## src/rtl/fifo_stream_writer.sv

```systemverilog
// rtl/fifo_stream_writer.sv - buffers a valid/ready word stream and issues Avalon-MM writes with status counters
module fifo_stream_writer #(
  parameter int DEPTH   = 4,
  parameter int TIMEOUT = 1024
) (
  input  logic        wrclock,
  input  logic        reset,
  input  logic        enable,
  input  logic        clear_status,
  input  logic        in_valid,
  input  logic [31:0] in_data,
  output logic        in_ready,
  output logic        avm_write,
  output logic [31:0] avm_writedata,
  input  logic        avm_waitrequest,
  output logic [31:0] words_written,
  output logic        stall_timeout,
  output logic        busy
);

  localparam int AW = $clog2(DEPTH);
  localparam int CW = AW + 1;
  localparam logic [CW-1:0] FULL   = CW'(DEPTH);
  localparam logic [15:0]   TO_MAX = 16'(TIMEOUT);

  typedef enum logic {IDLE, ISSUE} state_t;

  state_t        state, state_next;
  logic [31:0]   mem [DEPTH];
  logic [AW-1:0] wr_ptr, rd_ptr;
  logic [CW-1:0] count;
  logic [15:0]   stall_cnt;
  logic          push, pop, complete, stall;

  // in_ready depends only on the occupancy register, never on waitrequest
  assign in_ready  = (count != FULL);
  assign push      = in_valid && in_ready;
  assign avm_write = (state == ISSUE);
  assign stall     = avm_write && avm_waitrequest;
  assign busy      = (count != '0) || avm_write;

  always_comb begin
    state_next = state;
    pop        = 1'b0;
    complete   = 1'b0;
    case (state)
      IDLE: begin
        if (enable && count != '0) begin
          pop        = 1'b1;
          state_next = ISSUE;
        end
      end
      ISSUE: begin
        if (!avm_waitrequest) begin
          complete = 1'b1;
          if (enable && count != '0) pop = 1'b1;
          else                       state_next = IDLE;
        end
      end
      default: state_next = IDLE;
    endcase
  end

  always_ff @(posedge wrclock) begin
    if (push) mem[wr_ptr] <= in_data;
  end

  always_ff @(posedge wrclock) begin
    if (reset) begin
      state         <= IDLE;
      wr_ptr        <= '0;
      rd_ptr        <= '0;
      count         <= '0;
      avm_writedata <= '0;
    end else begin
      state <= state_next;
      if (push) wr_ptr <= wr_ptr + AW'(1);
      if (pop) begin
        rd_ptr        <= rd_ptr + AW'(1);
        avm_writedata <= mem[rd_ptr];
      end
      case ({push, pop})
        2'b10:   count <= count + CW'(1);
        2'b01:   count <= count - CW'(1);
        default: count <= count;
      endcase
    end
  end

  // Status: clear_status wins over a same-cycle completion or stall
  always_ff @(posedge wrclock) begin
    if (reset) begin
      words_written <= '0;
      stall_cnt     <= '0;
      stall_timeout <= 1'b0;
    end else begin
      if (clear_status)  words_written <= '0;
      else if (complete) words_written <= words_written + 32'd1;

      if (!stall)                 stall_cnt <= '0;
      else if (stall_cnt != TO_MAX) stall_cnt <= stall_cnt + 16'd1;

      if (clear_status)                                stall_timeout <= 1'b0;
      else if (stall && stall_cnt >= TO_MAX - 16'd1)   stall_timeout <= 1'b1;
    end
  end

endmodule
```

## config.mk

```make
export PLATFORM = sky130hd
export DESIGN_NAME = fifo_stream_writer
export DESIGN_NICKNAME = d
export VERILOG_FILES = /design/src/rtl/fifo_stream_writer.sv
export SDC_FILE = /design/constraint.sdc
export NUM_CORES = 1
export LEC_CHECK = 0
export BUFFER_PORTS_ARGS = -buffer_cell sky130_fd_sc_hd__buf_4
export CAP_MARGIN = 5
export CELL_PAD_IN_SITES_DETAIL_PLACEMENT = 1
export CELL_PAD_IN_SITES_GLOBAL_PLACEMENT = 1
export CORE_ASPECT_RATIO = 1.75
export CORE_MARGIN = 2
export CORE_UTILIZATION = 47
export CTS_CLUSTER_SIZE = 12
export DETAILED_ROUTE_END_ITERATION = 8
export MAX_ROUTING_LAYER = met4
export PLACE_DENSITY = 0.86
export SETUP_SLACK_MARGIN = 0.05
export SYNTH_ARGS = -nofsm -noshare
export SYNTH_HDL_FRONTEND = slang
export SYNTH_SLANG_ARGS = --single-unit
```

## constraint.sdc

```tcl
create_clock -name wrclock -period 3.2 [get_ports wrclock]
set_input_delay 0.96 -clock wrclock [delete_from_list [all_inputs] [get_ports wrclock]]
set_output_delay 0.96 -clock wrclock [all_outputs]
set_load 0.02 [all_outputs]
```

Word-level counts from Yosys, hierarchy flattened
Memories as Yosys holds them, arrays and structs flattened. A register that Yosys moved wholly into a read port is not among the register bits.
Index checks and enable logic that the tools add are counted.
{"block": "classes", "n_shift": 0, "reduce_logical": 9, "add_sub_neg": 6, "multipliers": 0, "n_bitwise": 2, "eq_ne": 4, "muxes": 10, "n_lt_le_gt_ge": 1, "n_div": 0}
{"cell": "32-bit by 1-bit adder with 32-bit output (second input constant)", "count": 1}
{"cell": "16-bit by 1-bit adder with 16-bit output (second input constant)", "count": 1}
{"cell": "16-bit by 10-bit >= comparator with 1-bit output (second input constant)", "count": 1}
{"cell": "16-bit by 11-bit != test with 1-bit output (second input constant)", "count": 1}
{"cell": "1-bit 2-to-1 mux", "count": 7}
{"cell": "3-bit case mux with 2 select lines", "count": 1}
{"cell": "2-bit by 1-bit adder with 2-bit output (second input constant)", "count": 2}
{"cell": "1-bit logical AND", "count": 4}
{"cell": "1-bit case mux with 2 select lines", "count": 2}
{"cell": "2-bit OR reduction", "count": 2}
{"cell": "3-bit by 1-bit adder with 3-bit output (second input constant)", "count": 1}
{"cell": "3-bit != test (second input constant)", "count": 1}
{"cell": "3-bit nonzero test", "count": 1}
{"cell": "3-bit by 1-bit subtractor with 3-bit output (second input constant)", "count": 1}
{"cell": "2-bit by 1-bit == test with 1-bit output (second input constant)", "count": 1}
{"cell": "2-bit == test (second input constant)", "count": 1}
{"cell": "1-bit NOT", "count": 2}
{"cell": "2-bit nonzero test", "count": 1}
{"cell": "1-bit logical OR", "count": 1}
{"block": "totals", "inputBits": 38, "elab_cells": 40, "rom_bits": 0, "reg_bits": 57, "mem_bits_rw": 128, "latch_bits": 0, "n_memories": 1, "output_inout_bits": 68}
{"memory": "mem", "words": 4, "width": 32, "rd": 1, "rd_clocked_by_memory_dff": 1, "wr": 1, "line_no": "29", "source": "logic [31:0] mem [DEPTH];"}

Longest topological paths before layout
{"block": "logic_depth", "word_depth": 7, "ltp_mapped": 10, "depth_no_buf": 9}

Worst setup path after synthesis
No wires, ideal clock.
{"block": "synth_path", "path_kind": "input -> register", "from": "in enable", "to": "reg count[2]", "t_arrival_ns": 2.807, "slack_ns": 0.323, "t_required_ns": 3.130, "stages": 10, "path_buffers": 1, "path_cell_list": "o31a_1 > nand2_1 > clkinv_1 > clkbuf_1 > ha_1 > inv_1 > fa_1 > xor2_1 > or3_1 > a21oi_1"}
{"block": "synth_between", "elab_chain_cells": 6}
{"item": "from (decl)", "line_no": "8", "source": "input logic enable,"}
{"item": "1-bit logical AND (*)", "line_no": "48, 56"}
{"item": "1-bit 2-to-1 mux (*)", "line_no": "48, 56"}
{"item": "1-bit 2-to-1 mux", "line_no": "54", "source": "if (!avm_waitrequest) begin"}
{"item": "1-bit case mux with 2 select lines (*)", "line_no": "46", "source": "case (state)"}
{"item": "named net pop", "line_no": "33", "source": "logic push, pop, complete, stall;"}
{"item": "2-bit by 1-bit == test with 1-bit output / 2-bit == test (equally long branches)", "line_no": "82", "source": "case ({push, pop})"}
{"item": "3-bit case mux with 2 select lines / 2-bit nonzero test (equally long branches)"}
{"item": "to (signal assigned)", "line_no": "83", "source": "2'b10: count <= count + CW'(1);"}
{"item": "to (signal assigned)", "line_no": "84", "source": "2'b01: count <= count - CW'(1);"}
{"item": "to (signal assigned)", "line_no": "85", "source": "default: count <= count;"}
{"item": "to (decl)", "line_no": "31", "source": "logic [CW-1:0] count;"}
Mark *: on every way through the listed nets, which the timed path passes. The rest lies on a longest branch.
A chain may end at the register's enable or synchronous reset.

Worst setup path after layout
{"block": "layout_path", "from": "reg count[2]", "to": "out busy"}
{"block": "layout_between", "elab_chain_cells": 2}
{"item": "3-bit nonzero test", "line_no": "40", "source": "assign busy = (count != '0) || avm_write;"}
{"item": "1-bit logical OR", "line_no": "40"}
{"item": "to (decl)", "line_no": "18", "source": "output logic busy"}
No other way between the ends.

==> out/metrics.yaml <==
cpMaxStageDelayCell: "or4_1"
synth_area_leaders: "edfxtp_1, dfxtp_1, mux4_2"
synthAdderAreaFrac_pct: 1.41
hold_viol: 0
synth_mux_area_share_pct: 8.71
drive_gt1_share_pct: 25.1
critPathMaxStageDelay_ns: 0.57
dpl.hpwl_um: 13900
period_share_pct: 80.4
critPathRequiredTime_ns: 2.24
num-nets-final: 793
cts_tree: "built"
grt_max_degree: 45
endpoint_kind: "output pin"
synth_area_per_cell_um2: 13.3
drc: 0
path_cells: "or4_1 -> buf_4"
yosysMostFrequentCell: "edfxtp_1"
ant_nets: 0
syn_inst: 639
slew_violations: 0
critPathLaunchType: "register"
seq_power_share_pct: 47.7
slew_headroom_pct: 35.8
ys_top_cells_by_count: "edfxtp_1, dfxtp_1, nand2_1, a21oi_1, mux4_2"
ys_seq_elements: 217
dieHeight_um: 182
critical_path_class: "register to output pin"
power_density_mw_per_mm2: 722
cts-root-buf: "clkbuf_16"
fin_setup_tns_ns: 0
vias: 5592
switching_share_pct: 28.3
synth-simple-area-share_pct: 12.3
synth_top_family_by_area: "simple AND/OR/NAND/NOR gates"
min_period_ns: 2.57
cts.path.max_buffers: 3
yosysTopAreaCellShare_pct: 45.2
cts_resized: 0
avgViaCountPerCell: 5.61
die_w_um: 106
cts_sinks: 217
finalSetupViolations: 0
dr.pass1.iters: 4
yosysWarnings: 0
p_comb_share_pct: 20.1
placeableCoreArea_mm2: 0.0179
synth-xor-area-share_pct: 2.78
nFillCells: 1803
cap_violations: 0
max_freq_mhz: 389
antenna_found_initial: 1
hold_buffers: 0
grt-ovfl-total: 0
grt_pass1_vias: 6266
syn-num-nets: 686
dieArea_mm2: 0.0192
drtIter0Drc: 217
start_util_pct: 47.5
clk_pin_slew_ns: 0.07
area_delta_synth_final_pct: 19.9
synth_compound_area_share_pct: 5.95
syn_area_mm2: 0.00850
cts_max_level: 1
clkLatencyLatePin_ns: 0.50
outcome: "finished clean"
ys_types: 45
final_area_mm2: 0.0102
synth_ff_type: "edfxtp_1"
critPathTopFamily: "simple AND/OR/NAND/NOR gates"
place_congestion: 0.858
postCtsSetupBuffers: 0
place_area_mm2: 0.00955
num_io_pins: 106
fp-row-count: 65
leakage_nw: 3.43
port_buffers: 105
ir_drop_uv: 545
worst_slew_pin_slew_ns: 0.963
net-switching-power_mw: 2.08
clockPowerShare_pct: 32.2
synth.largest_area_cell: "edfxtp_1"
finalPower_mw: 7.36
rsz0062_at_grt: "false"
synth-edff-count: 128
cp_max_fo: 6
hold_path.class: "register to register"
path_buf_inv: 1
ys_seq_area_share_pct: 66.2
critPathArrivalTime_ns: 1.61
gr-usage-all-layers_pct: 22.8
detail_route.wl_per_cell_um: 21.0
async_flop_share_pct: 0
numCtsBuffers: 22
finClkSkew_ns: 0.0135
grt_pass1_wl_um: 33400
wirelength_um: 20900
p_int_mw: 5.28
==> through the flow <==
stage | hold WS [ns] | std cells | util, % | setup WS, ns
3_5_place_dp | 0.452 | 956 | 53.4 | 0.457
5_1_grt | 0.482 | 997 | 57.0 | 0.464
4_1_cts | 0.461 | 996 | 57.0 | 0.604
6_report | 0.458 | 997 | 57.0 | 0.628
3_3_place_gp | 0.445 | 956 | 53.4 | 0.613
2_1_floorplan | 0.469 | 639 | - | 0.323
==> worst paths after layout <==
kind               startpoint               end  slack (ns)  cells past startpoint
min reg2reg  avm_writedata[9]  avm_writedata[9]        0.46                      2
max                  count[2]              busy        0.63                      2
min          avm_writedata[9]  avm_writedata[9]        0.46                      2
max reg2reg          count[2]          count[2]        0.63                      9
==> placed cells by master, fill, tap and decap left out, drive strengths merged, types with 2 or more instances in the layout <==
cell type | Yosys | layout
and3 | 6 | 6
a21oi | 60 | 60
clkinv | 1 | 4
and2 | 4 | 4
nor3 | 7 | 7
nand2 | 85 | 85
buf | 9 | 118
or4 | 17 | 17
dfxtp | 89 | 89
nand3 | 13 | 13
mux2i | 2 | 2
or2 | 4 | 4
nand4 | 12 | 12
inv | 20 | 20
and4 | 3 | 3
or3 | 7 | 7
clkbuf | 26 | 37
o21ai | 6 | 6
a31o | 2 | 2
o31a | 2 | 2
o31ai | 14 | 14
edfxtp | 128 | 128
ha | 8 | 8
xnor2 | 21 | 21
nor4 | 12 | 12
nor2 | 31 | 31
mux4 | 32 | 32
xor2 | 6 | 6
==> cell type report <==
cell class                      instances  area (um^2)  area share (%)
Sequential cell                       217         5630            55.2
Multi-Input combinational cell        366         2650            26.0
Timing Repair Buffer                  118          898            8.81
Clock buffer                           37          628            6.16
Tap cell                              234          293            2.87
Inverter                               21         78.8           0.773
Clock inverter                          3         13.8           0.135
Antenna cell                            1         2.50          0.0246
==> state kept, by name, summed over array words and instances (netlist names) <==
name / cells
avm_write: 1
avm_writedata: 32
count: 3
mem: 128
rd_ptr: 2
stall_cnt: 16
stall_timeout: 1
words_written: 32
wr_ptr: 2
==> logic make-up (layout without fill, tap and decap cells) <==
| group | Yosys count | count (layout) |
|---|---|---|
| simple gates | 208 | 208 |
| buf+inv | 56 | 179 |
| mux | 34 | 34 |
| compound gates | 88 | 88 |
| xor+xnor | 27 | 27 |
| flops | 217 | 217 |
| other cells | 0 | 1 |
| fa+ha+maj | 9 | 9 |
==> power by group through the flow <==
stage          logic (mW)  registers (mW)  clock network [mW]
5_1_grt              1.61            3.55                2.50
3_3_place_gp         1.41            3.53                   0
3_5_place_dp         1.49            3.56                   0
6_report             1.48            3.51                2.37
2_1_floorplan       0.883            3.56                   0
4_1_cts              1.51            3.52                2.41
==> metal layers <==
metal	wire (um)	share of wire [%]	track usage (%)	vias to the layer above
met4	764	3.6	9.68	0
li1	-	-	-	2585
met5	0	0	-	-
met1	7650	37	23.6	2816
met2	11800	56	42.7	144
met3	775	3.7	2.91	47
==> worst reg2reg max path: cells and delay by family (launching register included) <==
kind / cells / cell delay [ns]
buffers and inverters: 2 / 0.17
xor gates and xnor gates: 1 / 0.16
and+or+nand+nor: 3 / 1.03
adders and majority gates: 2 / 0.57
AOI/OAI and AO/OA: 1 / 0.16
DFF: 1 / 0.41
Note: power is estimated with default switching activity, not from simulation.
